<file path="src/rtl/branch_pred_ctrl_if.sv">
// branch_pred_ctrl_if: fetch, execute and branch-history-table signals of the predictor controller.
interface branch_pred_ctrl_if #(parameter int LOWER = 5);
  logic             fetch_valid;
  logic [LOWER-1:0] fetch_idx;
  logic             fetch_ready;
  logic             pred_valid;
  logic             pred_taken;
  logic             resolve_valid;
  logic             resolve_taken;
  logic             resolve_jump;
  logic             flush;
  logic             bht_rd_en;
  logic [LOWER-1:0] bht_rd_idx;
  logic             bht_pred;
  logic             bht_upd_en;
  logic [LOWER-1:0] bht_upd_idx;
  logic             bht_upd_taken;
  logic [15:0]      mispredict_cnt;
  logic             resolve_err;
  modport master (
    output fetch_valid, fetch_idx, resolve_valid, resolve_taken, resolve_jump, bht_pred,
    input  fetch_ready, pred_valid, pred_taken, flush, bht_rd_en, bht_rd_idx,
           bht_upd_en, bht_upd_idx, bht_upd_taken, mispredict_cnt, resolve_err
  );
  modport slave (
    input  fetch_valid, fetch_idx, resolve_valid, resolve_taken, resolve_jump, bht_pred,
    output fetch_ready, pred_valid, pred_taken, flush, bht_rd_en, bht_rd_idx,
           bht_upd_en, bht_upd_idx, bht_upd_taken, mispredict_cnt, resolve_err
  );
endinterface

</file>
<file path="src/rtl/branch_pred_ctrl.sv">
// branch_pred_ctrl: issues BHT lookups, queues in-flight predictions, retires them and flushes on mispredict.
module branch_pred_ctrl #(
  parameter int LOWER        = 5,
  parameter int DEPTH        = 4,
  parameter int FLUSH_CYCLES = 2
) (
  input logic              clk,
  input logic              arst_n,
  branch_pred_ctrl_if.slave bus
);
  localparam int PW = $clog2(DEPTH);
  localparam int CW = PW + 1;
  localparam int FW = $clog2(FLUSH_CYCLES + 1);
  typedef enum logic {RUN, FLUSH} state_t;
  state_t           state;
  logic [FW-1:0]    fcnt;
  logic [LOWER-1:0] q_idx [DEPTH];
  logic             q_pred [DEPTH];
  logic [PW-1:0]    wr_ptr, rd_ptr;
  logic [CW-1:0]    count;
  logic             pend;
  logic [LOWER-1:0] pend_idx;
  logic             flush_r, upd_en, upd_taken, err;
  logic [LOWER-1:0] upd_idx;
  logic [15:0]      mis_cnt;
  logic             run, accept, actual, pop, mis, push;
  always_comb begin
    run    = state == RUN;
    accept = bus.fetch_valid & run & (count + CW'(pend) < CW'(DEPTH));
    actual = bus.resolve_taken | bus.resolve_jump;
    pop    = run & bus.resolve_valid & (count != '0);
    mis    = pop & (actual != q_pred[rd_ptr]);
    push   = pend & ~mis;
  end
  assign bus.fetch_ready    = run & (count + CW'(pend) < CW'(DEPTH));
  assign bus.bht_rd_en      = accept;
  assign bus.bht_rd_idx     = bus.fetch_idx;
  assign bus.pred_valid     = push;
  assign bus.pred_taken     = push & bus.bht_pred;
  assign bus.flush          = flush_r;
  assign bus.bht_upd_en     = upd_en;
  assign bus.bht_upd_idx    = upd_idx;
  assign bus.bht_upd_taken  = upd_taken;
  assign bus.mispredict_cnt = mis_cnt;
  assign bus.resolve_err    = err;
  always_ff @(posedge clk) begin
    if (push) begin
      q_idx[wr_ptr]  <= pend_idx;
      q_pred[wr_ptr] <= bus.bht_pred;
    end
  end
  always_ff @(posedge clk or negedge arst_n) begin
    if (!arst_n) begin
      state     <= RUN;
      fcnt      <= '0;
      wr_ptr    <= '0;
      rd_ptr    <= '0;
      count     <= '0;
      pend      <= 1'b0;
      pend_idx  <= '0;
      flush_r   <= 1'b0;
      upd_en    <= 1'b0;
      upd_idx   <= '0;
      upd_taken <= 1'b0;
      mis_cnt   <= '0;
      err       <= 1'b0;
    end else begin
      pend   <= accept & ~mis;
      upd_en <= pop;
      if (accept) pend_idx <= bus.fetch_idx;
      if (pop) begin
        upd_idx   <= q_idx[rd_ptr];
        upd_taken <= actual;
      end
      if (run & bus.resolve_valid & (count == '0)) err <= 1'b1;
      // a mispredict drops the whole wrong path, including a lookup still in flight
      if (mis) begin
        wr_ptr  <= '0;
        rd_ptr  <= '0;
        count   <= '0;
        state   <= FLUSH;
        fcnt    <= FW'(FLUSH_CYCLES);
        flush_r <= 1'b1;
        mis_cnt <= mis_cnt + 16'(~&mis_cnt);
      end else begin
        if (push) wr_ptr <= wr_ptr + 1'b1;
        if (pop) rd_ptr <= rd_ptr + 1'b1;
        count <= count + CW'(push) - CW'(pop);
        if (!run) begin
          if (fcnt == FW'(1)) begin
            state   <= RUN;
            flush_r <= 1'b0;
          end else fcnt <= fcnt - 1'b1;
        end
      end
    end
  end
endmodule

</file>
<file path="src/flat_wrapper.sv">
// flat-port wrapper written by rule: the top's interface ports become plain ports
module branch_pred_ctrl_flat 
#(
  parameter int LOWER        = 5,
  parameter int DEPTH        = 4,
  parameter int FLUSH_CYCLES = 2
)
  (clk, arst_n, bus_fetch_valid, bus_fetch_idx, bus_resolve_valid, bus_resolve_taken, bus_resolve_jump, bus_bht_pred, bus_fetch_ready, bus_pred_valid, bus_pred_taken, bus_flush, bus_bht_rd_en, bus_bht_rd_idx, bus_bht_upd_en, bus_bht_upd_idx, bus_bht_upd_taken, bus_mispredict_cnt, bus_resolve_err);
  branch_pred_ctrl_if #(.LOWER(LOWER)) bus_i ();
  input logic clk;
  input logic arst_n;
  input wire logic [$bits(bus_i.fetch_valid)-1:0] bus_fetch_valid;
  input wire logic [$bits(bus_i.fetch_idx)-1:0] bus_fetch_idx;
  input wire logic [$bits(bus_i.resolve_valid)-1:0] bus_resolve_valid;
  input wire logic [$bits(bus_i.resolve_taken)-1:0] bus_resolve_taken;
  input wire logic [$bits(bus_i.resolve_jump)-1:0] bus_resolve_jump;
  input wire logic [$bits(bus_i.bht_pred)-1:0] bus_bht_pred;
  output wire logic [$bits(bus_i.fetch_ready)-1:0] bus_fetch_ready;
  output wire logic [$bits(bus_i.pred_valid)-1:0] bus_pred_valid;
  output wire logic [$bits(bus_i.pred_taken)-1:0] bus_pred_taken;
  output wire logic [$bits(bus_i.flush)-1:0] bus_flush;
  output wire logic [$bits(bus_i.bht_rd_en)-1:0] bus_bht_rd_en;
  output wire logic [$bits(bus_i.bht_rd_idx)-1:0] bus_bht_rd_idx;
  output wire logic [$bits(bus_i.bht_upd_en)-1:0] bus_bht_upd_en;
  output wire logic [$bits(bus_i.bht_upd_idx)-1:0] bus_bht_upd_idx;
  output wire logic [$bits(bus_i.bht_upd_taken)-1:0] bus_bht_upd_taken;
  output wire logic [$bits(bus_i.mispredict_cnt)-1:0] bus_mispredict_cnt;
  output wire logic [$bits(bus_i.resolve_err)-1:0] bus_resolve_err;
  assign bus_i.fetch_valid = bus_fetch_valid;
  assign bus_i.fetch_idx = bus_fetch_idx;
  assign bus_i.resolve_valid = bus_resolve_valid;
  assign bus_i.resolve_taken = bus_resolve_taken;
  assign bus_i.resolve_jump = bus_resolve_jump;
  assign bus_i.bht_pred = bus_bht_pred;
  assign bus_fetch_ready = bus_i.fetch_ready;
  assign bus_pred_valid = bus_i.pred_valid;
  assign bus_pred_taken = bus_i.pred_taken;
  assign bus_flush = bus_i.flush;
  assign bus_bht_rd_en = bus_i.bht_rd_en;
  assign bus_bht_rd_idx = bus_i.bht_rd_idx;
  assign bus_bht_upd_en = bus_i.bht_upd_en;
  assign bus_bht_upd_idx = bus_i.bht_upd_idx;
  assign bus_bht_upd_taken = bus_i.bht_upd_taken;
  assign bus_mispredict_cnt = bus_i.mispredict_cnt;
  assign bus_resolve_err = bus_i.resolve_err;
  branch_pred_ctrl #(.LOWER(LOWER), .DEPTH(DEPTH), .FLUSH_CYCLES(FLUSH_CYCLES)) u_core (.clk(clk), .arst_n(arst_n), .bus(bus_i));
endmodule
</file>
<file path="config.mk">
export PLATFORM = sky130hd
export DESIGN_NAME = branch_pred_ctrl_flat
export DESIGN_NICKNAME = d
export VERILOG_FILES = /design/src/rtl/branch_pred_ctrl_if.sv /design/src/rtl/branch_pred_ctrl.sv /design/src/flat_wrapper.sv
export SDC_FILE = /design/constraint.sdc
export NUM_CORES = 1
export LEC_CHECK = 0
export BUFFER_PORTS_ARGS = -buffer_cell sky130_fd_sc_hd__buf_2
export CAP_MARGIN = 20
export CORE_MARGIN = 5
export CORE_UTILIZATION = 45
export CTS_BUF_LIST = sky130_fd_sc_hd__clkbuf_8 sky130_fd_sc_hd__clkbuf_16
export CTS_CLUSTER_DIAMETER = 120
export DETAILED_ROUTE_END_ITERATION = 8
export HOLD_SLACK_MARGIN = 0.05
export PLACE_DENSITY = 0.66
export SYNTH_ARGS = -nofsm -noshare
export SYNTH_HDL_FRONTEND = slang
export SYNTH_SLANG_ARGS = --single-unit
export TNS_END_PERCENT = 30
</file>
<file path="constraint.sdc">
create_clock -name clk -period 2.55 [get_ports clk]
set_clock_uncertainty 0.15 [all_clocks]
set_input_delay 0.3825 -clock clk [delete_from_list [all_inputs] [get_ports clk]]
set_output_delay 0.3825 -clock clk [all_outputs]
set_load 0.01 [all_outputs]
</file>
## Word-level counts from Yosys, hierarchy flattened

Memory sizes are Yosys's and may differ from the RTL's. A register that Yosys moved wholly into a read port is not among the register bits.
Index checks and enable logic that the tools add are counted.

- Memories kept: 2
- Input port bits: 12
- Memory bits (writable): 24
- Output and inout port bits: 34
- Flip-flop bits (word level): 36

Memory list:

| memory | depth | width | rd ports | clocked after Yosys merged registers in | wr ports | line | text |
|---|---|---|---|---|---|---|---|
| u_core.q_idx | 4 | 5 | 1 | 1 | 1 | branch_pred_ctrl.sv:17 | `logic [LOWER-1:0] q_idx [DEPTH];` |
| u_core.q_pred | 4 | 1 | 1 | 0 | 1 | branch_pred_ctrl.sv:18 | `logic q_pred [DEPTH];` |

- Reduce and logical (&&, ||, !) cells: 11
- Equality and inequality tests: 3
- Add/sub/neg operators: 7
- Bitwise gates (word level): 13
- $lt $le $gt $ge: 1
- Multiplexer cells: 16

Operator list:

| operator | number |
|---|---|
| adder 16 x 1 -> 16 bit | 1 |
| AND reduction 16 bit | 1 |
| two-way mux 2 bit | 7 |
| bitwise AND 1 bit | 10 |
| two-way mux 1 bit | 8 |
| nonzero test 2 bit | 4 |
| adder 3 x 1 -> 3 bit | 2 |
| adder 2 x 1 -> 2 bit, second input constant | 2 |
| AND reduction 2 bit | 2 |
| logical NOT 3 bit | 1 |
| less-than comparator 3 bit, second input constant | 1 |
| two-way mux 3 bit | 1 |
| nonzero test 3 bit | 1 |
| subtractor 3 x 1 -> 3 bit | 1 |
| equality test 2 x 1 -> 1 bit, second input constant | 1 |
| logical NOT 1 bit | 2 |
| inequality test 2 x 1 -> 1 bit, second input constant | 1 |
| inverter 1 bit | 2 |
| subtractor 2 x 1 -> 2 bit, second input constant | 1 |
| inequality test 1 bit | 1 |
| bitwise OR 1 bit | 1 |

## Logic depth before layout (Yosys ltp)

- Depth in word-level cells: 9
- Gate-level depth with buffers: 15
- Mapped depth without buffers: 13

## Worst setup path before layout

OpenSTA, ideal clock, no wires.

- Path kind: reg2reg
- Start: register u_core.rd_ptr[1]
- End: register u_core.count[2]
- Buffers on the path: 2
- Period minus slack after synthesis: 2.759 ns
- Library setup time: 0.119 ns
- Arrival: 2.490 ns
- Stages on the path, launching flop included: 16
- Slack: -0.209 ns
- Cell sequence: dfrtp_1 -> buf_6 -> mux2i_1 -> xnor2_1 -> mux2i_4 -> nand2_1 -> clkbuf_2 -> nand2_1 -> ha_1 -> inv_1 -> ha_1 -> inv_1 -> fa_1 -> xor2_1 -> xnor2_1 -> nor2_1

- Word-level cells in the longest chain between the ends: 8

Ends and longest elaborated chain:

| element | line | text |
|---|---|---|
| from (decl) | branch_pred_ctrl.sv:19 | `logic [PW-1:0] wr_ptr, rd_ptr;` |
| from (signal assigned) | branch_pred_ctrl.sv:87 | `if (pop) rd_ptr <= rd_ptr + 1'b1;` |
| memory read (4 x 1 bit) (*) | n/a |  |
| inequality test 1 bit (*) | branch_pred_ctrl.sv:32 | `mis = pop & (actual != q_pred[rd_ptr]);` |
| bitwise AND 1 bit (*) | branch_pred_ctrl.sv:32 |  |
| inverter 1 bit | branch_pred_ctrl.sv:33 | `push = pend & ~mis;` |
| bitwise AND 1 bit | branch_pred_ctrl.sv:33 |  |
| adder 3 x 1 -> 3 bit | branch_pred_ctrl.sv:88 | `count <= count + CW'(push) - CW'(pop);` |
| subtractor 3 x 1 -> 3 bit | branch_pred_ctrl.sv:88 |  |
| two-way mux 3 bit (*) | branch_pred_ctrl.sv:77 | `if (mis) begin` |
| to (signal assigned) | branch_pred_ctrl.sv:88 |  |
| to (decl) | branch_pred_ctrl.sv:20 | `logic [CW-1:0] count;` |

Mark *: on every way between the ends. The rest lies on a longest branch, timed or not.
A chain may end at the register's enable or synchronous reset.

## Worst setup path after layout

Same ends and word-level chain as after synthesis.

==> qor.yml <==
fin_ws_ns: 0.0428
htree_levels: 3
fp.dieW_um: 90.1
dieArea_sq_mm: 0.00812
start_util_pct: 46.0
setup_viol: 0
nets: 286
ys_seq_elements: 65
synth_cell_types: 33
grtUsageMet1_pct: 17.9
syn2layout_area_growth_pct: 20.3
synth_area_sq_mm: 0.00289
worstHoldPathType: "input pin to register"
syn-num-nets: 229
fmax_ghz: 0.399
synth.yosys.seq_area_share_pct: 60.5
rows: 29
via_count: 1758
crit_fanout: 3
cp_data_arrival_time_ns: 2.57
finalMaxSlewViolations: 0
yosys.area.top_type: "dfrtp_1"
totalPowerFinal_w: 0.00375
maxCapViolations: 0
wirelength_um: 5080
yosys_warnings: 0
grtUsageMet3_pct: 4.84
synth.top_cell.area_share_pct: 35.5
clk_path_buf_depth: 2
critPathLaunchType: "register"
drt_iter0_drc: 81
grt_overflow: 0
synthesis.instances: 207
synthFlopType: "dfrtp_1"
rrSetupSlack_ns: 0.04
dpl.hpwl_um: 3560
p_leak_nw: 1.53
yosysMostFrequentCell: "dfrtp_1"
finalCritPeriodShare_pct: 98.3
grt_antenna_before_repair: 0
cts_buffers: 9
grt_usage_pct: 13.7
ant_nets: 0
status: "complete, no violations"
core_sq_mm: 0.00628
end_kind: "register"
port_buffers: 45
tritoncts: "built"
clock_latency_ns: 0.34
cts-root-buf: "clkbuf_8"
synth.avg_cell_area_sq_um: 13.9
top_usage_layer: "met2"
worstMarginPinSlew_ns: 0.431
drt_drc_violations_left: 0
finalHoldViolations: 0
io_pins: 46
dp_slack_ns: -0.145
wire_per_inst_um: 14.7
drive_gt1_share_pct: 40.5
grt_max_degree: 26
path_class: "register to register"
nFillCells: 548
place.gp.congestion: 0.709
cp.required_ns: 2.62
rsz0062_at_grt: "true"
die_h_um: 90.1
first_global_vias: 1817
cts.sink_count: 65
relSlewSlack_pct: 71.3
powerDensity_mw_per_mm2: 1080
drt_pass1_iterations: 4
use_met2_pct: 20.7
synth_common_cells: "dfrtp_1 (41), edfxtp_1 (24), xnor2_1 (19)"
ir_worst_vdd_mv: 0.582
grt_pass1_wl_um: 8930
layout_min_cycle_time_ns: 2.51
synthArstFlopShare_pct: 63.1
layoutNonFillerInstCount: 346
via_per_inst: 5.08
final_util_pct: 55.3
dp.cells: 327
antenna_cells: 0
synth_area_leaders: "dfrtp_1 (36%), edfxtp_1 (25%), xnor2_1 (5.8%), ha_1 (3.9%), mux2_2 (3.9%)"
synth-edff-count: 24
clk_pin_slew_ns: 0.08
-- cell families (layout without fill, tap and decap cells) --
group	Yosys count	count (layout)	synth area share, %
AND/OR/NAND/NOR	64	64	12.4
flip-flops	65	65	60.5
adder cells (fa/ha/maj)	10	10	4.59
XOR/XNOR	22	22	6.68
AO/OA/AOI/OAI	4	4	0.867
multiplexers	21	21	10.7
buffers and inverters	21	83	4.29
-- power breakdown --
group	internal (W)	total, W	switching [W]
clock	0.000389	0.000806	0.000417
combinational	0.000684	0.00132	0.000631
sequential	0.00141	0.00163	0.000215
-- through the flow --
stage / hold WS, ns / cell area [sq um] / TNS, ns
2_1_floorplan: -0.0631 / 2930 / -0.104
3_3_place_gp: 0.196 / 3240 / -0.0859
3_5_place_dp: 0.195 / 3240 / -0.145
4_1_cts: 0.119 / 3450 / 0
5_1_grt: 0.109 / 3470 / -0.101
6_report: 0.132 / 3470 / 0
-- placed cells by master, fill, tap and decap left out, types with 2 or more instances in the layout --
master,Yosys,routed
dfrtp_1,41,39
ha_4,0,2
inv_1,6,4
xnor2_1,19,18
inv_2,0,2
and2_1,8,8
inv_6,0,2
mux4_2,5,5
xor2_1,3,3
nand3_1,6,6
nor2b_1,3,3
buf_2,5,45
and3_1,13,13
mux2_4,2,2
edfxtp_1,24,24
nand4_1,11,11
mux2i_1,3,2
dfrtp_2,0,2
ha_1,9,6
clkinv_4,0,2
clkbuf_8,0,10
mux2_2,10,10
clkinvlp_4,0,2
nor2_1,10,10
buf_4,6,15
nand2_1,8,6
-- layout make-up --
class	count	area (sq um)	area share, %
inverter	6	22.5	0.649
timing repair buffer	61	348	10.0
clock buffer	10	138	3.96
clock inverter	6	50.0	1.44
sequential	65	1750	50.4
multi-input combinational	121	1070	30.8
tap	77	96.3	2.77
-- metal layers --
layer  routed length, um  vias to the layer above
li1                    -                      835
met1                2360                      877
met2                2440                       41
met3                 254                        5
met4                  21                        0
met5                   0                        -
-- sequential cells by signal, summed over array words and instances (netlist names) --
| signal | flops |
|---|---|
| u_core.fcnt | 2 |
| u_core.bus.resolve_err | 1 |
| u_core.rd_ptr | 2 |
| u_core.state | 1 |
| u_core.bus.bht_upd_en | 1 |
| u_core.pend | 1 |
| u_core.q_idx | 20 |
| u_core.count | 3 |
| u_core.wr_ptr | 2 |
| u_core.bus.bht_upd_idx | 5 |
| u_core.bus.bht_upd_taken | 1 |
| u_core.q_pred | 4 |
| u_core.bus.flush | 1 |
| u_core.pend_idx | 5 |
| u_core.bus.mispredict_cnt | 16 |
-- repair_timing --
item,in CTS,in global routing
gates resized for setup,1,6
pin swaps,1,4
hold buffers,1,0
endpoints found under the hold margin,16,0
endpoints found under the setup margin,1,4
buffers inserted,2,0
-- critical path, stage by stage (launching register included) --
cell and delay, ns:
dfrtp_1 0.41, mux2i_2 0.30, xnor2_2 0.13, mux2i_4 0.17, nand2_2 0.09, nand2_4 0.07, ha_4 0.19, inv_2 0.06
ha_4 0.11, inv_2 0.03, fa_2 0.32, xor2_1 0.15, xnor2_1 0.15, nor2_1 0.05
-- final timing paths --
kind	end	depth (start not counted)	from
min reg2reg	u_core.bus.resolve_err	1	u_core.bus.resolve_err
max	u_core.count[2]	13	u_core.rd_ptr[1]
max in group asynchronous	u_core.bus.mispredict_cnt[2]	3	arst_n
max reg2reg	u_core.count[2]	13	u_core.rd_ptr[1]
min	u_core.q_pred[2]	1	bus_bht_pred
min in group asynchronous	u_core.bus.bht_upd_idx[2]	2	arst_n
Power figures use the tool's default switching activity.
